$ cat src/rtl/btn_ctrl_pkg.sv
// Shared definitions for the button arbiter: FSM state encoding, datapath
// and requester widths, default OFFSET/HOLD_CYC, and a one-hot helper.
package btn_ctrl_pkg;

    localparam int unsigned NUM_REQ      = 4;
    localparam int unsigned REQ_IDX_W    = 2;
    localparam int unsigned DATA_W       = 6;
    localparam int unsigned CNT_W        = 8;
    localparam int unsigned OFFSET_DEF   = 26;
    localparam int unsigned HOLD_CYC_DEF = 4;

    typedef enum logic [1:0] {
        IDLE = 2'd0,
        ADD  = 2'd1,
        HOLD = 2'd2
    } state_e;

    // One-hot mask for a requester index.
    function automatic logic [NUM_REQ-1:0] onehot(input logic [REQ_IDX_W-1:0] idx);
        return NUM_REQ'(1) << idx;
    endfunction

endpackage

$ cat src/rtl/rr_arb4.sv
// Combinational 4-way round-robin pick: the first set pending bit found when
// scanning upward (with wrap) from the rr pointer wins.
module rr_arb4
    import btn_ctrl_pkg::*;
(
    input  logic [NUM_REQ-1:0]   pending_i,
    input  logic [REQ_IDX_W-1:0] rr_i,
    output logic [REQ_IDX_W-1:0] winner_o,
    output logic                 valid_o
);

    // Scan the four positions starting at rr; the first requester found wins.
    always_comb begin : p_pick
        logic [REQ_IDX_W-1:0] idx;
        logic                 found;
        // NOTE: every variable gets a value before any branch, so no path
        // through this block can leave one unassigned and infer a latch.
        idx      = '0;
        found    = 1'b0;
        winner_o = rr_i;
        for (int i = 0; i < NUM_REQ; i++) begin
            idx = rr_i + REQ_IDX_W'(i);
            if (!found && pending_i[idx]) begin
                winner_o = idx;
                found    = 1'b1;
            end
        end
        valid_o = found;
    end

endmodule

$ cat src/rtl/btn_arb_ctrl.sv
// Button arbiter: rise-detects four request lines, serves them round-robin,
// toggles the winner's operand bit and shows OFFSET + operand on led for
// HOLD_CYC cycles before the next grant.
// Build option: define BTN_SYNC_EN to put a two-flop synchronizer on btn.
module btn_arb_ctrl
    import btn_ctrl_pkg::*;
#(
    parameter int unsigned OFFSET   = OFFSET_DEF,
    parameter int unsigned HOLD_CYC = HOLD_CYC_DEF
) (
    input  logic               clk,
    input  logic               rst,
    input  logic [NUM_REQ-1:0] btn,
    output logic [DATA_W-1:0]  led,
    output logic [NUM_REQ-1:0] grant,
    output logic               busy
);

    localparam logic [DATA_W-1:0] OFFSET_C  = DATA_W'(OFFSET);
    localparam logic [CNT_W-1:0]  HOLD_LAST = CNT_W'(HOLD_CYC - 1);

    state_e               state_q, state_d;
    logic [NUM_REQ-1:0]   btn_s;
    logic [NUM_REQ-1:0]   prev_q;
    logic [NUM_REQ-1:0]   rise;
    logic [NUM_REQ-1:0]   pending_q, pending_d, pending_clr;
    logic [NUM_REQ-1:0]   operand_q, operand_d;
    logic [REQ_IDX_W-1:0] rr_q, rr_d;
    logic [REQ_IDX_W-1:0] winner_q, winner_d;
    logic [CNT_W-1:0]     cnt_q, cnt_d;
    logic [DATA_W-1:0]    led_q, led_d;
    logic [REQ_IDX_W-1:0] arb_winner;
    logic                 arb_valid;

    rr_arb4 u_arb (
        .pending_i (pending_q),
        .rr_i      (rr_q),
        .winner_o  (arb_winner),
        .valid_o   (arb_valid)
    );

    // Rising edge of each (optionally synchronized) request line.
    assign rise = btn_s & ~prev_q;

    // Next-state, arbitration side effects and grant decode.
    always_comb begin
        state_d     = state_q;
        pending_clr = '0;
        operand_d   = operand_q;
        rr_d        = rr_q;
        winner_d    = winner_q;
        cnt_d       = cnt_q;
        led_d       = led_q;
        grant       = '0;
        unique case (state_q)
            IDLE: begin
                if (arb_valid) begin
                    pending_clr[arb_winner] = 1'b1;
                    operand_d[arb_winner]   = ~operand_q[arb_winner];
                    rr_d                    = arb_winner + REQ_IDX_W'(1);
                    winner_d                = arb_winner;
                    state_d                 = ADD;
                end
            end
            ADD: begin
                grant   = onehot(winner_q);
                // 6-bit add: the carry out is dropped, so the result wraps.
                led_d   = OFFSET_C + {{(DATA_W-NUM_REQ){1'b0}}, operand_q};
                cnt_d   = '0;
                state_d = HOLD;
            end
            HOLD: begin
                if (cnt_q == HOLD_LAST) begin
                    cnt_d   = '0;
                    state_d = IDLE;
                end else begin
                    cnt_d = cnt_q + CNT_W'(1);
                end
            end
            default: state_d = IDLE;
        endcase
        // A fresh rise on the bit being cleared keeps it pending.
        pending_d = (pending_q & ~pending_clr) | rise;
    end

    // State register with synchronous reset; a reset edge discards any
    // in-flight ADD/HOLD work.
    always_ff @(posedge clk) begin
        // NOTE: registers are updated with <= so every flop samples the
        // pre-edge values; blocking = here would create order-dependent races.
        if (rst) begin
            // NOTE: every register here, including the edge-detect history,
            // is reset; there is no storage array that could be left out.
            state_q   <= IDLE;
            prev_q    <= '0;
            pending_q <= '0;
            operand_q <= '0;
            rr_q      <= '0;
            winner_q  <= '0;
            cnt_q     <= '0;
            led_q     <= OFFSET_C;
        end else begin
            state_q   <= state_d;
            prev_q    <= btn_s;
            pending_q <= pending_d;
            operand_q <= operand_d;
            rr_q      <= rr_d;
            winner_q  <= winner_d;
            cnt_q     <= cnt_d;
            led_q     <= led_d;
        end
    end

`ifdef BTN_SYNC_EN
    logic [NUM_REQ-1:0] sync1_q, sync2_q;

    // Two-flop synchronizer for asynchronous button inputs.
    always_ff @(posedge clk) begin
        if (rst) begin
            sync1_q <= '0;
            sync2_q <= '0;
        end else begin
            sync1_q <= btn;
            sync2_q <= sync1_q;
        end
    end

    assign btn_s = sync2_q;
`else
    assign btn_s = btn;
`endif

    assign led  = led_q;
    assign busy = (state_q != IDLE);

endmodule
$ cat config.mk
export PLATFORM = sky130hd
export DESIGN_NAME = btn_arb_ctrl
export DESIGN_NICKNAME = d
export VERILOG_FILES = /design/src/rtl/btn_ctrl_pkg.sv /design/src/rtl/rr_arb4.sv /design/src/rtl/btn_arb_ctrl.sv
export SDC_FILE = /design/constraint.sdc
export NUM_CORES = 1
export LEC_CHECK = 0
export CAP_MARGIN = 25
export CORE_MARGIN = 2
export CORE_UTILIZATION = 50
export CTS_CLUSTER_DIAMETER = 30
export DETAILED_ROUTE_END_ITERATION = 12
export GPL_TIMING_DRIVEN = 1
export HOLD_SLACK_MARGIN = 0.15
export PLACE_DENSITY = 0.82
export SYNTH_ARGS = -nofsm -noshare
export SYNTH_HDL_FRONTEND = slang
export SYNTH_SLANG_ARGS = --single-unit
$ cat constraint.sdc
create_clock -name clk -period 2.3 [get_ports clk]
set_input_delay 0.575 -clock clk [delete_from_list [all_inputs] [get_ports clk]]
set_output_delay 0.575 -clock clk [all_outputs]
set_load 0.03 [all_outputs]
# After elaboration in Yosys (flattened, before gate mapping)
# Cells that the tools add are included.
[op_classes]
add_sub_neg = 6
n_mul = 0
n_div = 0
order_cmp = 6
n_eq_ne = 5
shift = 1
muxes = 28
bitwise = 6
n_reduce_logical = 12
[op_table]
columns = ["operator", "count"]
rows = [
  ["$pmux 8 s2", 1],
  ["$lt 2x3->1 const B", 5],
  ["$mux 4", 3],
  ["$bmux 1 s2", 5],
  ["$mux 1", 10],
  ["$mux 2", 5],
  ["$add 8x1->8 const B", 1],
  ["$and 4x4->4", 2],
  ["$eq 8x2->1 const B", 1],
  ["$mux 8", 1],
  ["$not 4->4", 2],
  ["$add 5x4->6 const A", 1],
  ["$pmux 2 s3", 1],
  ["$add 2x1->2 const B", 2],
  ["$add 2x2->2 const B", 2],
  ["$bwmux 4", 1],
  ["$logic_and 1x1->1", 4],
  ["$ne 2x2->1 const B", 2],
  ["$or 4x4->4", 1],
  ["$reduce_and 2->1", 2],
  ["$reduce_bool 2->1", 2],
  ["$shl 1x2->4 const A", 1],
  ["$logic_not 1->1", 3],
  ["$demux 1 s2", 1],
  ["5 further kinds", 5],
]
[word_totals]
regBits = 32
latch_bits = 0
ramBits = 0
mem_bits_ro = 0
input_bits = 6
output_inout_bits = 11
memories = 0

# Longest topological paths before layout
[depth]
word_depth = 21
depth_mapped = 8
mapped_depth_nobuf = 8

# By module
# A second synthesis with hierarchy kept.
[unflattened]
hier_cells = 180
area_unflattened_um2 = 1566.5
[modules_own_cells]
columns = ["module", "n_inst", "cells_each", "area_per_inst_um2", "seq_area_each_um2"]
rows = [
  ["btn_arb_ctrl", 1, 164, 1470.2, 640.6],
  ["rr_arb4", 1, 16, 96.3, 0.0],
]

# Worst setup path before layout
# OpenSTA, ideal clock, no wires.
[synth_path]
kind = "reg2out"
startpoint = "register state_q[1]"
endpoint = "output grant[0]"
arrival_time_ns = 1.681
required_time_ns = 1.725
setup_slack_ns = 0.044
stages_incl_launch_ff = 5
path_cell_list = "dfxtp_1 inv_1 ha_1 clkbuf_1 nor3b_1"
[synth_between]
elab_chain_cells = 2
[synth_rtl]
columns = ["element", "line", "source"]
rows = [
  ["from (decl)", "btn_arb_ctrl.sv:22", "state_e state_q, state_d;"],
  ["from (signal assigned)", "btn_arb_ctrl.sv:103", "state_q <= state_d;"],
  ["$eq 2x1->1", "btn_arb_ctrl.sv:55", "unique case (state_q)"],
  ["$mux 4", "btn_arb_ctrl.sv:55", ""],
  ["to (decl)", "btn_arb_ctrl.sv:15", "output logic [NUM_REQ-1:0] grant,"],
]
# No other way between the ends.

# Final worst setup path
[layout_path]
startpoint = "register state_q[1]"
endpoint = "output grant[2]"
# Same word-level chain as after synthesis.

==> results.md <==
- For this run, the leading register cell type out of synthesis is dfxtp_1.
- In this run the worst path has a maximum fanout of 5.
- The share of power burned in registers is around 38%.
- The most crowded layer after global routing is met2.
- The commonest cells after synthesis are dfxtp_1, nor2_1, nand2_1, ha_1, inv_1.
- The clock drives 32 sinks.
- Gates resized during post-CTS repair numbered 4.
- Wires add up to roughly 3200 um.
- The first global-routing pass estimated 5400 um of wire.
- Yosys printed 0 warnings.
- In this run the standard cell core region covers 2810 um2.
- Summed over all nets, the switching power comes to 0.851 mW.
- The residual antenna-violating net count after detailed routing is 0.
- In the global route stage, met2 resource usage came out at between 30% and 40%.
- The required time reported for the critical path endpoint is ~1.7 ns.
- The initial antenna violation count was 0.
- Global routing used between 20% and 30% of the available tracks across all layers.
- The post-CTS repair timing setup buffer count is 0.
- The flow ran to the end, but the final reports show violations.
- The pre-antenna-repair detailed-routing pass consisted of 9 iterations.
- The number of instances in the synthesized netlist is 168.
- The count of flip-flops with a built-in enable after synthesis is 0.
- At the worst endpoint, the arrival time is ~1.6 ns.
- By area the synthesized netlist is led by dfxtp_1, ha_1, nor2_1.
- The diode insertion count for antenna repair is 0.
- In this design, the largest share of critical-path delay is due to buffers and inverters.
- The floorplan has 19 rows.
- The worst path needs ~2.2 ns of the cycle, external delays included.
- The internal portion of total power is around 1.2 mW.
- Cells with a size suffix above 1 make up around a tenth of the layout.
- During placement, the flow inserted port buffers numbering 16.
- The fmax is ~460 MHz.
- The number of primary I/O pins is 17.
- Averaged over all synthesized cells, the footprint is between 8 and 9 um2.
- The slew at the pin closest to its max-slew limit is about 0.63 ns.
- The worst setup path is launched from a register.
- The global routing usage on met1 is between 20% and 30%.
- The total power draw is 2.06 mW.
- The wire-length estimate of the detail-placed layout is between 2000 and 2500 um.
- Setup repair after global routing left no endpoint under its margin.
- Summed over all failing endpoints, the final setup total negative slack is 0 ns.
- Counting distinct cell types in the post-synthesis netlist gives 35.
- The maximum number of pins on one net before global-route repair is 14.
- The part of the power in combinational logic is a little under half.
- The die covers 3470 um2.
- The leakage power figure is about 0.75 nW.
- The clock input transition at the sequential cells of the worst setup and hold paths is ~0.090 ns.
- The switching portion of total power is approximately 41%.
- The clock network accounts for between 15 and 20% of the total power.
- After detailed routing, the number of vias per cell comes to 5.63.
- After synthesis, the largest area contributor takes up a little over two fifths of total cell area.
- The sequential area share after synthesis is about 43%.
- For this run, the post-layout net count is approximately 210.
- The biggest area contributor in the post-synthesis netlist is dfxtp_1.
- The horizontal die dimension is 58.9 um.
- In this run the deepest clock path goes through 2 buffers.
- From synthesis to final layout, the design area changed by 18.2%.
- The share of synthesized registers carrying an async set or reset is 0%.
- The initial detailed-routing violation count is 47.
- When the netlist entered floorplanning its net count stood at between 150 and 200.
- In the routed design, unresolved DRC markers number 1.
- The count of maximum capacitance violations is 0.
- The critical path is of the reg2out type.
- Power spread over the standard cell area amounts to 1160 nW/um2.
- TritonCTS created 5 clock buffers.
- The category of the worst setup path capture point is an output port.
- Walking the worst path, the cells encountered are inv_1 -> ha_1 -> and3b_1 -> dlygate4sd2_1.
- Setup violations remaining at the end of the flow were counted as 0.
- The largest individual stage delay along the critical path comes from the cell dlygate4sd2_1.
- Among all cell types in the netlist, the one instantiated most often is dfxtp_1.
- The worst min-delay path category is reg2reg.
- The H-tree generated during clock tree synthesis spans 2 levels.
- The number of failing hold endpoints at the final stage came to 0.
- The insertion delay to the later sink of the worst-skew pair is ~0.33 ns.
- The checks that failed: design-rule violations.
- The total count of max-transition violations in the final report is 0.
- The normalized max-slew margin is between 50 and 60%.
- The starting utilization of the core area is between 50% and 60%.
- TritonCTS built the clock tree.
- The via count is around 1,300.
- Counting both buffers and inverters, the worst setup path holds a total of 2.
- The weighted congestion reported at the end of routability-driven placement is ~0.8.
- The filler cells instantiated in the layout total ~250.
- The cell area after synthesis is roughly 1500 um2.
- In the final routed layout, each cell accounts on average for 14.2 um.
- For this run, global-route usage on met3 was measured as ~5.3%.
- Of the available clock period, the critical path in the final layout requires a little over nine tenths.
- The master cell of the clock root buffer is clkbuf_4.
- The die is slightly below 60 um tall.
- The worst vdd rail ir drop is ~0.00046 V.
- The via count of the first global-routing pass is 1,232.
- The largest stage delay on the critical path is 0.40 ns.
- Buffers inserted to repair hold after CTS numbered 0.
- The total overflow reported by the global router is 0.
- The clock arrives with between 0.005 and 0.006 ns of skew.
- Synthesis inferred 32 register bits.
-- cells by family (layout without fill, tap and decap cells) --
kind of cell	after synthesis	after routing	synth area share [%]
buffers and inverters	15	40	3.74
AND/OR/NAND/NOR	66	66	22.2
XOR/XNOR	7	7	4.07
AO/OA/AOI/OAI	30	30	13.7
flip-flops	32	32	42.5
adder cells (fa/ha/maj)	11	11	9.14
multiplexers	7	7	4.65
-- worst paths after layout --
kind	depth (start not counted)	to	slack (ns)	from
worst max-delay path	4	grant[2]	0.11	state_q[1]$_SDFFE_PP0P_
worst max register to register	7	operand_q[0]$_SDFFE_PP0P_	0.16	rr_q[1]$_SDFFE_PP0N_
worst min-delay path	2	state_q[1]$_SDFFE_PP0P_	0.49	state_q[1]$_SDFFE_PP0P_
worst min register to register	2	state_q[1]$_SDFFE_PP0P_	0.49	state_q[1]$_SDFFE_PP0P_
-- flip-flops by register name, summed over array words and instances, names as in the netlist --
| signal | cells |
|---|---|
| led | 6 |
| winner_q | 2 |
| operand_q | 4 |
| state_q | 2 |
| rr_q | 2 |
| pending_q | 4 |
| cnt_q | 8 |
| prev_q | 4 |
-- metal layers --
| layer | up-vias | wire, um |
|---|---|---|
| li1 | 629 | - |
| met1 | 588 | 1360 |
| met2 | 36 | 1620 |
| met3 | 7 | 125 |
| met4 | 0 | 78 |
| met5 | - | 0 |
-- cell usage in the layout, fill, tap and decap left out, types with 3 or more instances in the layout --
master and count:
nand2_1 12, or2_2 4, xor2_1 5, clkbuf_4 5, mux2i_1 7, ha_1 11, dfxtp_1 32, nor2_1 23
dlygate4sd2_1 4, buf_4 6, o21ai_0 3, inv_1 11, nand3_1 3, a41oi_1 4, a21oi_1 10, nor2b_1 10
clkdlybuf4s50_1 11, o22ai_1 3
-- layout make-up --
cell class                      instances  area [um2]  area share [%]
Sequential cell                        32         641            36.0
Timing Repair Buffer                   21         190            10.7
Tap cell                               31        38.8            2.18
Clock buffer                            8        58.8            3.30
Multi-Input combinational cell        121         811            45.5
Inverter                               11        41.3            2.32
-- metrics by stage --
step	setup slack [ns]	instances	hold slack (ns)	utilization [%]	instance area (um2)
2_1_floorplan	0.0439	168	0.453	-	1510
3_3_place_gp	0.276	216	0.462	61.5	1730
3_5_place_dp	0.172	216	0.479	61.5	1730
4_1_cts	0.0996	224	0.493	63.4	1780
5_1_grt	0.0250	224	0.515	63.5	1780
6_report	0.108	224	0.490	63.5	1780
-- worst reg2reg max path, delay by kind of cell, from the launching register on --
family | cells | cell delay [ns]
AO/OA/AOI/OAI | 3 | 0.42
flip-flops | 1 | 0.37
adder cells (fa/ha/maj) | 1 | 0.23
AND/OR/NAND/NOR | 3 | 1.05
-- power groups by stage --
stage	Sequential (mW)	Combinational (mW)	Clock, mW
4_1_cts	0.775	0.936	0.345
2_1_floorplan	0.803	0.629	0
3_5_place_dp	0.788	0.942	0
3_3_place_gp	0.774	0.888	0
5_1_grt	0.792	1.04	0.370
6_report	0.776	0.946	0.339
(Power assumes the default switching activity.)
